==> config.mk <==
export PLATFORM = sky130hd
export DESIGN_NAME = riscv_mc_ctrl_flat
export DESIGN_NICKNAME = d
export VERILOG_FILES = /design/src/rtl/riscv_mc_pkg.sv /design/src/rtl/riscv_mc_ctrl_if.sv /design/src/rtl/riscv_mc_ctrl_alu_dec.sv /design/src/rtl/riscv_mc_ctrl.sv /design/src/flat_wrapper.sv
export SDC_FILE = /design/constraint.sdc
export NUM_CORES = 1
export LEC_CHECK = 0
export CAP_MARGIN = 20
export CELL_PAD_IN_SITES_DETAIL_PLACEMENT = 1
export CELL_PAD_IN_SITES_GLOBAL_PLACEMENT = 1
export CORE_ASPECT_RATIO = 1.75
export CORE_MARGIN = 3
export CORE_UTILIZATION = 25
export CTS_CLUSTER_DIAMETER = 30
export DETAILED_ROUTE_END_ITERATION = 8
export HOLD_SLACK_MARGIN = 0.03
export PLACE_DENSITY = 0.9
export SLEW_MARGIN = 20
export SYNTH_ARGS = -nofsm -noshare
export SYNTH_HDL_FRONTEND = slang
export SYNTH_SLANG_ARGS = --single-unit
==> constraint.sdc <==
create_clock -name clk -period 1.6 [get_ports clk]
set_input_delay 0.32 -clock clk [delete_from_list [all_inputs] [get_ports clk]]
set_output_delay 0.32 -clock clk [all_outputs]
set_load 0.05 [all_outputs]
==> src/rtl/riscv_mc_pkg.sv <==
// Shared types and encodings for the RV32I multicycle control unit.
// Holds the state enum, opcode values, ALU codes and datapath select encodings.
package riscv_mc_pkg;

  typedef enum logic [3:0] {
    FETCH,
    DECODE,
    MEMADR,
    MEMREAD,
    MEMWB,
    MEMWRITE,
    EXECR,
    EXECI,
    ALUWB,
    BEQ,
    JAL,
    TRAP
  } state_t;

  localparam logic [6:0] OP_LW  = 7'b0000011;
  localparam logic [6:0] OP_SW  = 7'b0100011;
  localparam logic [6:0] OP_R   = 7'b0110011;
  localparam logic [6:0] OP_I   = 7'b0010011;
  localparam logic [6:0] OP_BEQ = 7'b1100011;
  localparam logic [6:0] OP_JAL = 7'b1101111;

  localparam logic [2:0] ALU_ADD = 3'b000;
  localparam logic [2:0] ALU_SUB = 3'b001;
  localparam logic [2:0] ALU_AND = 3'b010;
  localparam logic [2:0] ALU_OR  = 3'b011;
  localparam logic [2:0] ALU_SLT = 3'b101;

  localparam logic [1:0] ALUOP_ADD = 2'b00;
  localparam logic [1:0] ALUOP_SUB = 2'b01;
  localparam logic [1:0] ALUOP_FN  = 2'b10;

  localparam logic [1:0] RES_ALUOUT = 2'b00;
  localparam logic [1:0] RES_DATA   = 2'b01;
  localparam logic [1:0] RES_ALURES = 2'b10;

  localparam logic [1:0] SRCA_PC    = 2'b00;
  localparam logic [1:0] SRCA_OLDPC = 2'b01;
  localparam logic [1:0] SRCA_A     = 2'b10;

  localparam logic [1:0] SRCB_B   = 2'b00;
  localparam logic [1:0] SRCB_IMM = 2'b01;
  localparam logic [1:0] SRCB_4   = 2'b10;

  localparam logic [1:0] IMM_I = 2'b00;
  localparam logic [1:0] IMM_S = 2'b01;
  localparam logic [1:0] IMM_B = 2'b10;
  localparam logic [1:0] IMM_J = 2'b11;

  function automatic logic [1:0] imm_dec(input logic [6:0] op);
    unique case (1'b1)
      op == OP_SW:  return IMM_S;
      op == OP_BEQ: return IMM_B;
      op == OP_JAL: return IMM_J;
      default:      return IMM_I;
    endcase
  endfunction

endpackage

==> src/rtl/riscv_mc_ctrl_if.sv <==
// Control/datapath bundle between the multicycle controller and datapath.
// master = controller side, slave = datapath/memory side.
interface riscv_mc_ctrl_if;
  logic [6:0] op;
  logic [2:0] funct3;
  logic       funct7b5;
  logic       zero;
  logic       mem_ready;
  logic       mem_req;
  logic       mem_write;
  logic       adr_src;
  logic       ir_write;
  logic       pc_write;
  logic       reg_write;
  logic [1:0] result_src;
  logic [1:0] alu_src_a;
  logic [1:0] alu_src_b;
  logic [1:0] imm_src;
  logic [2:0] alu_control;
  logic       retire;
  logic       illegal;

  modport master (
    input  op, funct3, funct7b5, zero, mem_ready,
    output mem_req, mem_write, adr_src, ir_write,
    output pc_write, reg_write, result_src,
    output alu_src_a, alu_src_b, imm_src,
    output alu_control, retire, illegal
  );

  modport slave (
    output op, funct3, funct7b5, zero, mem_ready,
    input  mem_req, mem_write, adr_src, ir_write,
    input  pc_write, reg_write, result_src,
    input  alu_src_a, alu_src_b, imm_src,
    input  alu_control, retire, illegal
  );
endinterface

==> src/rtl/riscv_mc_ctrl_alu_dec.sv <==
// ALU decoder: ALUOp plus funct fields to ALU control code.
module mc_alu_dec
  import riscv_mc_pkg::*;
(
  input  logic [1:0] alu_op,
  input  logic [2:0] funct3,
  input  logic       funct7b5,
  input  logic       op5,
  output logic [2:0] alu_control
);

  always_comb begin
    alu_control = ALU_ADD;
    unique case (alu_op)
      ALUOP_ADD: alu_control = ALU_ADD;
      ALUOP_SUB: alu_control = ALU_SUB;
      default: begin
        // op5 separates R-type sub from addi, whose imm[10] aliases funct7b5
        case (funct3)
          3'b000:  alu_control = (funct7b5 & op5) ? ALU_SUB : ALU_ADD;
          3'b010:  alu_control = ALU_SLT;
          3'b110:  alu_control = ALU_OR;
          3'b111:  alu_control = ALU_AND;
          default: alu_control = 3'bxxx;
        endcase
      end
    endcase
  end

endmodule

==> src/rtl/riscv_mc_ctrl.sv <==
// Multicycle control FSM for RV32I lw/sw/R/I/beq/jal on a unified-memory datapath.
module riscv_mc_ctrl
  import riscv_mc_pkg::*;
#(
  parameter bit HALT_ON_ILLEGAL = 1'b1
) (
  input logic clk,
  input logic reset,
  riscv_mc_ctrl_if.master bus
);

  state_t     state, next;
  logic [1:0] alu_op;
  logic [1:0] result_src, src_a, src_b;
  logic       mem_req, mem_write, adr_src;
  logic       ir_write, pc_write, reg_write;
  logic       retire, illegal;

  always_ff @(posedge clk or posedge reset) begin
    if (reset) state <= FETCH;
    else       state <= next;
  end

  always_comb begin
    next       = state;
    mem_req    = 1'b0;
    mem_write  = 1'b0;
    adr_src    = 1'b0;
    ir_write   = 1'b0;
    pc_write   = 1'b0;
    reg_write  = 1'b0;
    retire     = 1'b0;
    illegal    = 1'b0;
    result_src = RES_ALUOUT;
    src_a      = SRCA_PC;
    src_b      = SRCB_B;
    alu_op     = ALUOP_ADD;
    unique case (state)
      FETCH: begin
        mem_req    = 1'b1;
        src_b      = SRCB_4;
        result_src = RES_ALURES;
        ir_write   = bus.mem_ready;
        pc_write   = bus.mem_ready;
        if (bus.mem_ready) next = DECODE;
      end
      DECODE: begin
        src_a = SRCA_OLDPC;
        src_b = SRCB_IMM;
        unique case (1'b1)
          bus.op == OP_LW:  next = MEMADR;
          bus.op == OP_SW:  next = MEMADR;
          bus.op == OP_R:   next = EXECR;
          bus.op == OP_I:   next = EXECI;
          bus.op == OP_BEQ: next = BEQ;
          bus.op == OP_JAL: next = JAL;
          default: next = HALT_ON_ILLEGAL ? TRAP : FETCH;
        endcase
      end
      MEMADR: begin
        src_a = SRCA_A;
        src_b = SRCB_IMM;
        next  = (bus.op == OP_SW) ? MEMWRITE : MEMREAD;
      end
      MEMREAD: begin
        adr_src = 1'b1;
        mem_req = 1'b1;
        if (bus.mem_ready) next = MEMWB;
      end
      MEMWB: begin
        result_src = RES_DATA;
        reg_write  = 1'b1;
        retire     = 1'b1;
        next       = FETCH;
      end
      MEMWRITE: begin
        adr_src   = 1'b1;
        mem_req   = 1'b1;
        mem_write = 1'b1;
        retire    = bus.mem_ready;
        if (bus.mem_ready) next = FETCH;
      end
      EXECR: begin
        src_a  = SRCA_A;
        alu_op = ALUOP_FN;
        next   = ALUWB;
      end
      EXECI: begin
        src_a  = SRCA_A;
        src_b  = SRCB_IMM;
        alu_op = ALUOP_FN;
        next   = ALUWB;
      end
      ALUWB: begin
        reg_write = 1'b1;
        retire    = 1'b1;
        next      = FETCH;
      end
      BEQ: begin
        src_a    = SRCA_A;
        alu_op   = ALUOP_SUB;
        pc_write = bus.zero;
        retire   = 1'b1;
        next     = FETCH;
      end
      JAL: begin
        src_a    = SRCA_OLDPC;
        src_b    = SRCB_4;
        pc_write = 1'b1;
        next     = ALUWB;
      end
      TRAP: begin
        illegal = 1'b1;
        next    = TRAP;
      end
      default: next = FETCH;
    endcase
    // async reset lands in FETCH, so its memory strobe must be masked too
    if (reset) begin
      mem_req   = 1'b0;
      mem_write = 1'b0;
      ir_write  = 1'b0;
      pc_write  = 1'b0;
      reg_write = 1'b0;
      retire    = 1'b0;
      illegal   = 1'b0;
    end
  end

  mc_alu_dec u_alu_dec (
    .alu_op      (alu_op),
    .funct3      (bus.funct3),
    .funct7b5    (bus.funct7b5),
    .op5         (bus.op[5]),
    .alu_control (bus.alu_control)
  );

  assign bus.imm_src    = imm_dec(bus.op);
  assign bus.mem_req    = mem_req;
  assign bus.mem_write  = mem_write;
  assign bus.adr_src    = adr_src;
  assign bus.ir_write   = ir_write;
  assign bus.pc_write   = pc_write;
  assign bus.reg_write  = reg_write;
  assign bus.result_src = result_src;
  assign bus.alu_src_a  = src_a;
  assign bus.alu_src_b  = src_b;
  assign bus.retire     = retire;
  assign bus.illegal    = illegal;

endmodule

==> src/flat_wrapper.sv <==
// flat-port wrapper written by rule: the top's interface ports become plain ports
module riscv_mc_ctrl_flat import riscv_mc_pkg::*;
#(
  parameter bit HALT_ON_ILLEGAL = 1'b1
)
  (clk, reset, bus_op, bus_funct3, bus_funct7b5, bus_zero, bus_mem_ready, bus_mem_req, bus_mem_write, bus_adr_src, bus_ir_write, bus_pc_write, bus_reg_write, bus_result_src, bus_alu_src_a, bus_alu_src_b, bus_imm_src, bus_alu_control, bus_retire, bus_illegal);
  riscv_mc_ctrl_if bus_i ();
  input logic clk;
  input logic reset;
  input wire logic [$bits(bus_i.op)-1:0] bus_op;
  input wire logic [$bits(bus_i.funct3)-1:0] bus_funct3;
  input wire logic [$bits(bus_i.funct7b5)-1:0] bus_funct7b5;
  input wire logic [$bits(bus_i.zero)-1:0] bus_zero;
  input wire logic [$bits(bus_i.mem_ready)-1:0] bus_mem_ready;
  output wire logic [$bits(bus_i.mem_req)-1:0] bus_mem_req;
  output wire logic [$bits(bus_i.mem_write)-1:0] bus_mem_write;
  output wire logic [$bits(bus_i.adr_src)-1:0] bus_adr_src;
  output wire logic [$bits(bus_i.ir_write)-1:0] bus_ir_write;
  output wire logic [$bits(bus_i.pc_write)-1:0] bus_pc_write;
  output wire logic [$bits(bus_i.reg_write)-1:0] bus_reg_write;
  output wire logic [$bits(bus_i.result_src)-1:0] bus_result_src;
  output wire logic [$bits(bus_i.alu_src_a)-1:0] bus_alu_src_a;
  output wire logic [$bits(bus_i.alu_src_b)-1:0] bus_alu_src_b;
  output wire logic [$bits(bus_i.imm_src)-1:0] bus_imm_src;
  output wire logic [$bits(bus_i.alu_control)-1:0] bus_alu_control;
  output wire logic [$bits(bus_i.retire)-1:0] bus_retire;
  output wire logic [$bits(bus_i.illegal)-1:0] bus_illegal;
  assign bus_i.op = bus_op;
  assign bus_i.funct3 = bus_funct3;
  assign bus_i.funct7b5 = bus_funct7b5;
  assign bus_i.zero = bus_zero;
  assign bus_i.mem_ready = bus_mem_ready;
  assign bus_mem_req = bus_i.mem_req;
  assign bus_mem_write = bus_i.mem_write;
  assign bus_adr_src = bus_i.adr_src;
  assign bus_ir_write = bus_i.ir_write;
  assign bus_pc_write = bus_i.pc_write;
  assign bus_reg_write = bus_i.reg_write;
  assign bus_result_src = bus_i.result_src;
  assign bus_alu_src_a = bus_i.alu_src_a;
  assign bus_alu_src_b = bus_i.alu_src_b;
  assign bus_imm_src = bus_i.imm_src;
  assign bus_alu_control = bus_i.alu_control;
  assign bus_retire = bus_i.retire;
  assign bus_illegal = bus_i.illegal;
  riscv_mc_ctrl #(.HALT_ON_ILLEGAL(HALT_ON_ILLEGAL)) u_core (.clk(clk), .reset(reset), .bus(bus_i));
endmodule
==> metrics.txt, run 1 <==
Site Rows 23; Synth warnings 0; Synth area leader dfrtp_1; Syn Inst Count approximately 90; run status aborted with a tool error; Syn Nets 107; CTS resizes 42; #FFs+latches synth 4; H-tree depth 1; Stop Error [ERROR DPL-0033] detailed placement checks failed during check placement.; dpl ws -0.389 ns; post-CTS setup buffers 10; Starting Density 0.266; CTS Hold Bufs 0; Yosys top cell area share 0.164; CTS sink cnt 4; Placed Area around 0.0016 sq mm; CTS Buffer Depth 2; ys flop type dfrtp_1; HPWL after DPL roughly 3200 microns; Num CTS Buffers 3; Port Buffer Count 33; IO Pins 34; Die Y approximately 71 microns; Exit stage 4_1_cts; Yosys cell types 37; Synth Area per Inst 6.65 sq um; # placed instances 177; Die W approximately 43 microns; Seq/Total Area, Yosys 0.164; Mapped Area 612 sq um; ys async rst share 1.00; Synth area leaders dfrtp_1, nor3_1, nor2_1; Root Buffer Master clkbuf_8; gpl congestion 0.834; number of synthesized flops with an enable pin 0
-- Yosys cell counts (3+ instances only) --
master	n
nor2_1	13
nor3_1	10
nand2_1	9
nand2b_1	5
and3_1	4
dfrtp_1	4
inv_1	4
o21ai_1	4
a21oi_1	3
clkbuf_1	3
-- logic make-up after synthesis --
| family | after synthesis | share of synthesized area |
|---|---|---|
| buffers and inverters | 11 | 0.0777 |
| AO/OA/AOI/OAI | 21 | 0.233 |
| XOR/XNOR | 3 | 0.0430 |
| flip-flops | 4 | 0.164 |
| AND/OR/NAND/NOR | 53 | 0.483 |
-- per-stage QoR --
| stage | utilization | TNS, ns |
|---|---|---|
| 2_1_floorplan | - | -0.976 |
| 3_3_place_gp | 0.675 | -1.88 |
| 3_5_place_dp | 0.675 | -2.51 |
==> run 2, diff against run 1 <==
--- a/config.mk
+++ b/config.mk
@@ -6,15 +6,10 @@
 export NUM_CORES = 1
 export LEC_CHECK = 0
 export CAP_MARGIN = 20
-export CELL_PAD_IN_SITES_DETAIL_PLACEMENT = 1
-export CELL_PAD_IN_SITES_GLOBAL_PLACEMENT = 1
-export CORE_ASPECT_RATIO = 1.75
-export CORE_MARGIN = 3
-export CORE_UTILIZATION = 25
-export CTS_CLUSTER_DIAMETER = 30
+export CORE_AREA = 3 3 64 66
 export DETAILED_ROUTE_END_ITERATION = 8
-export HOLD_SLACK_MARGIN = 0.03
-export PLACE_DENSITY = 0.9
+export DIE_AREA = 0 0 67 69
+export PLACE_DENSITY_LB_ADDON = 0.15
 export SLEW_MARGIN = 20
 export SYNTH_ARGS = -nofsm -noshare
 export SYNTH_HDL_FRONTEND = slang
==> run 2 against run 1 <==
The flow now finishes, with violations (setup timing). Synthesized cell count unchanged. Area after synthesis unchanged.
==> metrics.txt, run 2 <==
run status finished with violations; failing checks setup timing; WL per Instance 12.4 microns; worst vdd ir between 0.0005 and 0.0006 V; Top delay family on crit path flip-flops; Power Total slightly below 4 mW; grt met3 use 0.0179; Max stage delay cell, worst path dfrtp_2; Clock Latency Late Sink 0.21 ns; Slew Viols, Final 0; # DRC 0; Placed Area 0.00161 sq mm; Finished Layout Cells 219; layout cells sized above 1 0.719; Vias per Instance approximately 4.5; max reg flops 4; most frequent cells in the layout buf_4, buf_12, buf_6; max-cap violations 0; setup violators final 16; CTS sink cnt 4; Layout area overhead 225%; number of global-route vias before repair ~1100; gpl congestion a little over 0.8; final wirelength between 2000 and 3000 microns; global-route wire length before repair 4640 microns; final hold viol count 0; Num CTS Buffers 3; CTS tree built; Yosys cell types 37; met1 usage in global routing 0.134; reg2reg start u_core.state[1]; Pre-antenna DRT Iters 4; Post-DRT Antenna Nets 0; Yosys top cell area share 0.164; fin area between 0.0015 and 0.002 sq mm; Global Route Usage Sum 0.123; Crit Path Class reg -> out; Via Count slightly below 1000; Die W approximately 67 microns; H-tree depth 1; r2r endpoint u_core.state[1]; Post-synth top cells nor2_1, nor3_1, nand2_1, nand2b_1; Synth Area per Inst about 6.7 sq um; Starting Density 0.168; CTS Buffer Depth 2; Largest stage delay, worst path 0.48 ns; ys async rst share 1.00; Fin Setup TNS -2.02 ns; PD cells 1940 mW/mm^2; met2 usage 0.233; Syn Inst Count 92; ys flop type dfrtp_1; IO Pins 34; top-count cell post-synth nor2_1; CP endpoint bus_pc_write; worst slew pin tran between 0.2 and 0.3 ns; DIE AREA 0.00462 sq mm; number of diodes 0; Synth area leader dfrtp_1; Synth area leaders dfrtp_1, nor3_1, nor2_1; Worst Skew around 0.00096 ns; initial antenna violation count 0; Crit. path cell count 5; clock slew at reported path FFs ~0.03 ns; CP arrival roughly 1.5 ns; post-layout min period between 1.5 and 2 ns; Most flops, register u_core.state; Max Clk Rate approximately 0.55 GHz; Mapped Area between 600 and 700 sq um; Worst Path Required approximately 1.3 ns; Critical Path Start Type flip-flop; HPWL after DPL just over 2000 microns; commonest non-fill, non-tap cell in the layout buf_4; Seq/Total Area, Yosys 0.164; WP buf/inv 2; # placed instances approximately 200; relative slew slack 0.822; crit-path cells buf_4 -> o21ai_1 -> o2bb2ai_1 -> and3_4 -> buf_8; most used routing layer met2; Syn Nets 107; Largest regs u_core.state x4; RSZ-0062 raised after global routing true; CORE AREA approximately 0.0036 sq mm; grt ovf 0; crit path max fanout 6; CP Capture Type output port; HP Class in -> async; fin util 0.546; R2R setup slack about 0.03 ns; Leak approximately 0.80 nW; Layout Nets between 150 and 200; Root Buffer Master clkbuf_8; Worst setup startpoint u_core.state[1]; #FFs+latches synth 4; PnR worst setup slack -0.223 ns; Die Y 69 microns; dpl ws -0.290 ns; fin crit share 1.14; Synth warnings 0; Port Buffer Count 33; number of synthesized flops with an enable pin 0; minimum hold slack 0.505 ns; largest net degree at the start of global routing 8; R2R depth 5; Site Rows 22; DR iter-0 viols 11
==> run 2: cell type report <==
type / count / area [sq um]
tap: 48 / 60.1
timing repair buffer: 82 / 948
sequential: 4 / 104
fill: 346 / 1650
multi-input combinational: 77 / 811
inverter: 5 / 21.3
clock buffer: 3 / 41.3
==> run 2: worst min path at each step <==
stage	slack [ns]	depth (start not counted)	end	startpoint
CTS	0.50	3	u_core.state[3]	reset
floorplan	0.10	1	u_core.state[0]	reset
detailed placement	0.71	3	u_core.state[2]	reset
finish	0.51	3	u_core.state[3]	reset
global route	0.54	3	u_core.state[1]	reset
global placement	0.72	3	u_core.state[3]	reset
==> run 2: cell families (layout without fill, tap and decap cells) <==
kind of cell	after synthesis	in the layout	share of synthesized area
AO/OA/AOI/OAI	21	21	0.233
XOR/XNOR	3	3	0.0430
buffers and inverters	11	90	0.0777
flip-flops	4	4	0.164
AND/OR/NAND/NOR	53	53	0.483
==> run 2: worst min-delay path: stages <==
cell             delay, ns
clkdlybuf4s50_1       0.45
inv_1                 0.12
buf_4                 0.14
==> run 2: what timing repair did <==
action	in CTS	in global routing
gates resized for setup	53	16
endpoints found under the setup margin	21	18
buffers inserted	7	5
hold buffers	0	0
endpoints found under the hold margin	0	0
pin swaps	22	7
==> run 2: power breakdown <==
| part | internal [mW] | leakage [nW] | switching (mW) | total, mW |
|---|---|---|---|---|
| registers | 0.155 | 0.0470 | 0.110 | 0.265 |
| logic | 1.71 | 0.735 | 1.68 | 3.39 |
| clock network | 0.160 | 0.0216 | 0.0439 | 0.203 |
==> run 2: layer usage <==
metal | wire length [microns] | vias up | part of all wire
met1 | 991 | 462 | 0.36
li1 | - | 493 | -
met3 | 112 | 2 | 0.041
met2 | 1610 | 25 | 0.59
met5 | 0 | - | 0
met4 | 10 | 0 | 0.0037
Power figures use the tool's default switching activity.
==> run 3, diff against run 2 <==
--- a/config.mk
+++ b/config.mk
@@ -9,6 +9,7 @@
 export CORE_AREA = 3 3 64 66
 export DETAILED_ROUTE_END_ITERATION = 8
 export DIE_AREA = 0 0 67 69
+export GPL_TIMING_DRIVEN = 0
 export PLACE_DENSITY_LB_ADDON = 0.15
 export SLEW_MARGIN = 20
 export SYNTH_ARGS = -nofsm -noshare
==> constraint.sdc (replaced) <==
create_clock -name clk -period 2.2 [get_ports clk]
set_input_delay 0.44 -clock clk [delete_from_list [all_inputs] [get_ports clk]]
set_output_delay 0.44 -clock clk [all_outputs]
set_load 0.05 [all_outputs]
==> run 3 against run 2 <==
The flow now finishes without violations. Wire length decreased by 19%. Sequential power decreased by 43%. Die area unchanged. Critical path depth decreased by 1. Global-route usage decreased by 2.8 points. Core utilization decreased by 25 points. Sequential share of layout area increased by 4.1 points. Count of clock-buffer cells in the layout unchanged. Worst setup slack improved by 0.28 ns. Clock skew increased by 0.0028 ns. Via count decreased by 19%. Worst hold slack got worse by 0.091 ns.
==> metrics.txt, run 3 (synthesis results as in run 2) <==
fin crit share 0.974; clock slew at reported path FFs approximately 0.030 ns; Starting Density 0.168; initial antenna violation count 0; post-layout min period ~2.1 ns; Site Rows 22; Pre-antenna DRT Iters 4; WL per Instance ~13 microns; H-tree depth 1; CTS sink cnt 4; Layout area overhead 74.4%; relative slew slack 0.672; grt ovf 0; number of diodes 0; HPWL after DPL 1750 microns; CP arrival 1.70 ns; most frequent cells in the layout nor2_1, clkdlybuf4s50_1, nand2_1; Max Clk Rate 0.467 GHz; Max stage delay cell, worst path clkdlybuf4s50_1; layout cells sized above 1 0.354; reg2reg start u_core.state[1]; CORE AREA between 0.003 and 0.004 sq mm; Die W about 67 microns; number of global-route vias before repair approximately 750; CTS Buffer Depth 2; CTS tree built; Crit Path Class in -> out; Worst Path Required 1.76 ns; Worst setup startpoint bus_op[2]; RSZ-0062 raised after global routing false; max reg flops 4; HP Class in -> async; CTS Hold Bufs 0; dpl ws -0.667 ns; Worst Skew ~0.0038 ns; Slew Viols, Final 0; setup violators final 0; Largest stage delay, worst path approximately 0.47 ns; final wirelength 2200 microns; Port Buffer Count 33; Post-DRT Antenna Nets 0; worst vdd ir about 0.00024 V; Leak about 0.44 nW; PnR worst setup slack approximately 0.057 ns; r2r endpoint u_core.state[1]; gpl congestion ~0.75; R2R setup slack 0.66 ns; Root Buffer Master clkbuf_8; crit path max fanout 5; Global Route Usage Sum 0.0948; DR iter-0 viols 31; Critical Path Start Type primary input; Most flops, register u_core.state; Die Y 69 microns; largest net degree at the start of global routing 11; WP buf/inv 2; worst slew pin tran 0.494 ns; max-cap violations 0; PD cells roughly 1400 mW/mm^2; DIE AREA 0.00462 sq mm; crit-path cells clkdlybuf4s50_1 -> or3_4 -> a21oi_2 -> buf_6; Layout Nets roughly 140; Num CTS Buffers 3; IO Pins 34; Via Count 796; Clock Latency Late Sink between 0.2 and 0.25 ns; fillers ~430; Top delay family on crit path buffers and inverters; Vias per Instance roughly 4.5; CP Capture Type output port; global-route wire length before repair 3530 microns; run status complete, no violations; # DRC 0; R2R depth 4; final hold viol count 0; Largest regs u_core.state x4; fin util 0.294
## run 3: routing by layer
layer / vias to the layer above / track usage / share of wire
met5: - / 0 / 0
met4: 0 / 0.0135 / 0
met3: 0 / 0.0293 / 0.082
met2: 30 / 0.143 / 0.45
met1: 357 / 0.134 / 0.47
li1: 409 / - / -
## run 3: metrics by stage
step           hold slack, ns  instances  TNS, ns  power (mW)  instance area (sq um)
2_1_floorplan           0.217         92   -0.221        1.07                    657
5_1_grt                 0.431        175        0        1.65                   1070
3_3_place_gp            0.713        173    -5.89        1.45                   1050
6_report                0.414        175        0        1.53                   1070
4_1_cts                 0.405        176        0        1.55                   1060
3_5_place_dp            0.727        173    -5.84        1.44                   1050
## run 3: worst max-delay path by stage
stage	to	slack, ns	depth (start not counted)
after detailed placement	bus_pc_write	-0.67	6
after global routing	bus_retire	0.008	6
after floorplan	bus_ir_write	-0.22	4
after CTS	bus_alu_control[2]	0.004	6
after global placement	bus_pc_write	-0.68	6
final	bus_imm_src[0]	0.06	4
## run 3: worst reg2reg max path, stage by stage (launching register included)
cell,delay [ns]
dfrtp_1,0.46
nand2b_2,0.30
or3_1,0.38
a31oi_1,0.19
a31o_1,0.13
## run 3: cell type report
type | count | area [sq um] | area share
Sequential cell | 4 | 100 | 0.0938
Multi-Input combinational cell | 77 | 533 | 0.499
Clock buffer | 3 | 41.3 | 0.0387
Buffer | 5 | 32.5 | 0.0305
Inverter | 5 | 18.8 | 0.0176
Tap cell | 48 | 60.1 | 0.0563
Timing Repair Buffer | 33 | 282 | 0.264
## run 3: repair_timing
action                     CTS  global route
setup endpoints to repair   19            14
resized for setup           79            18
buffers inserted             0             0
cloned                       0             0
pin swaps                    0             0
## run 3: report_power, final
part,internal [mW],leakage (nW),switching (mW)
registers,0.108,0.0509,0.0426
logic,0.383,0.363,0.852
clock network,0.116,0.0216,0.0342
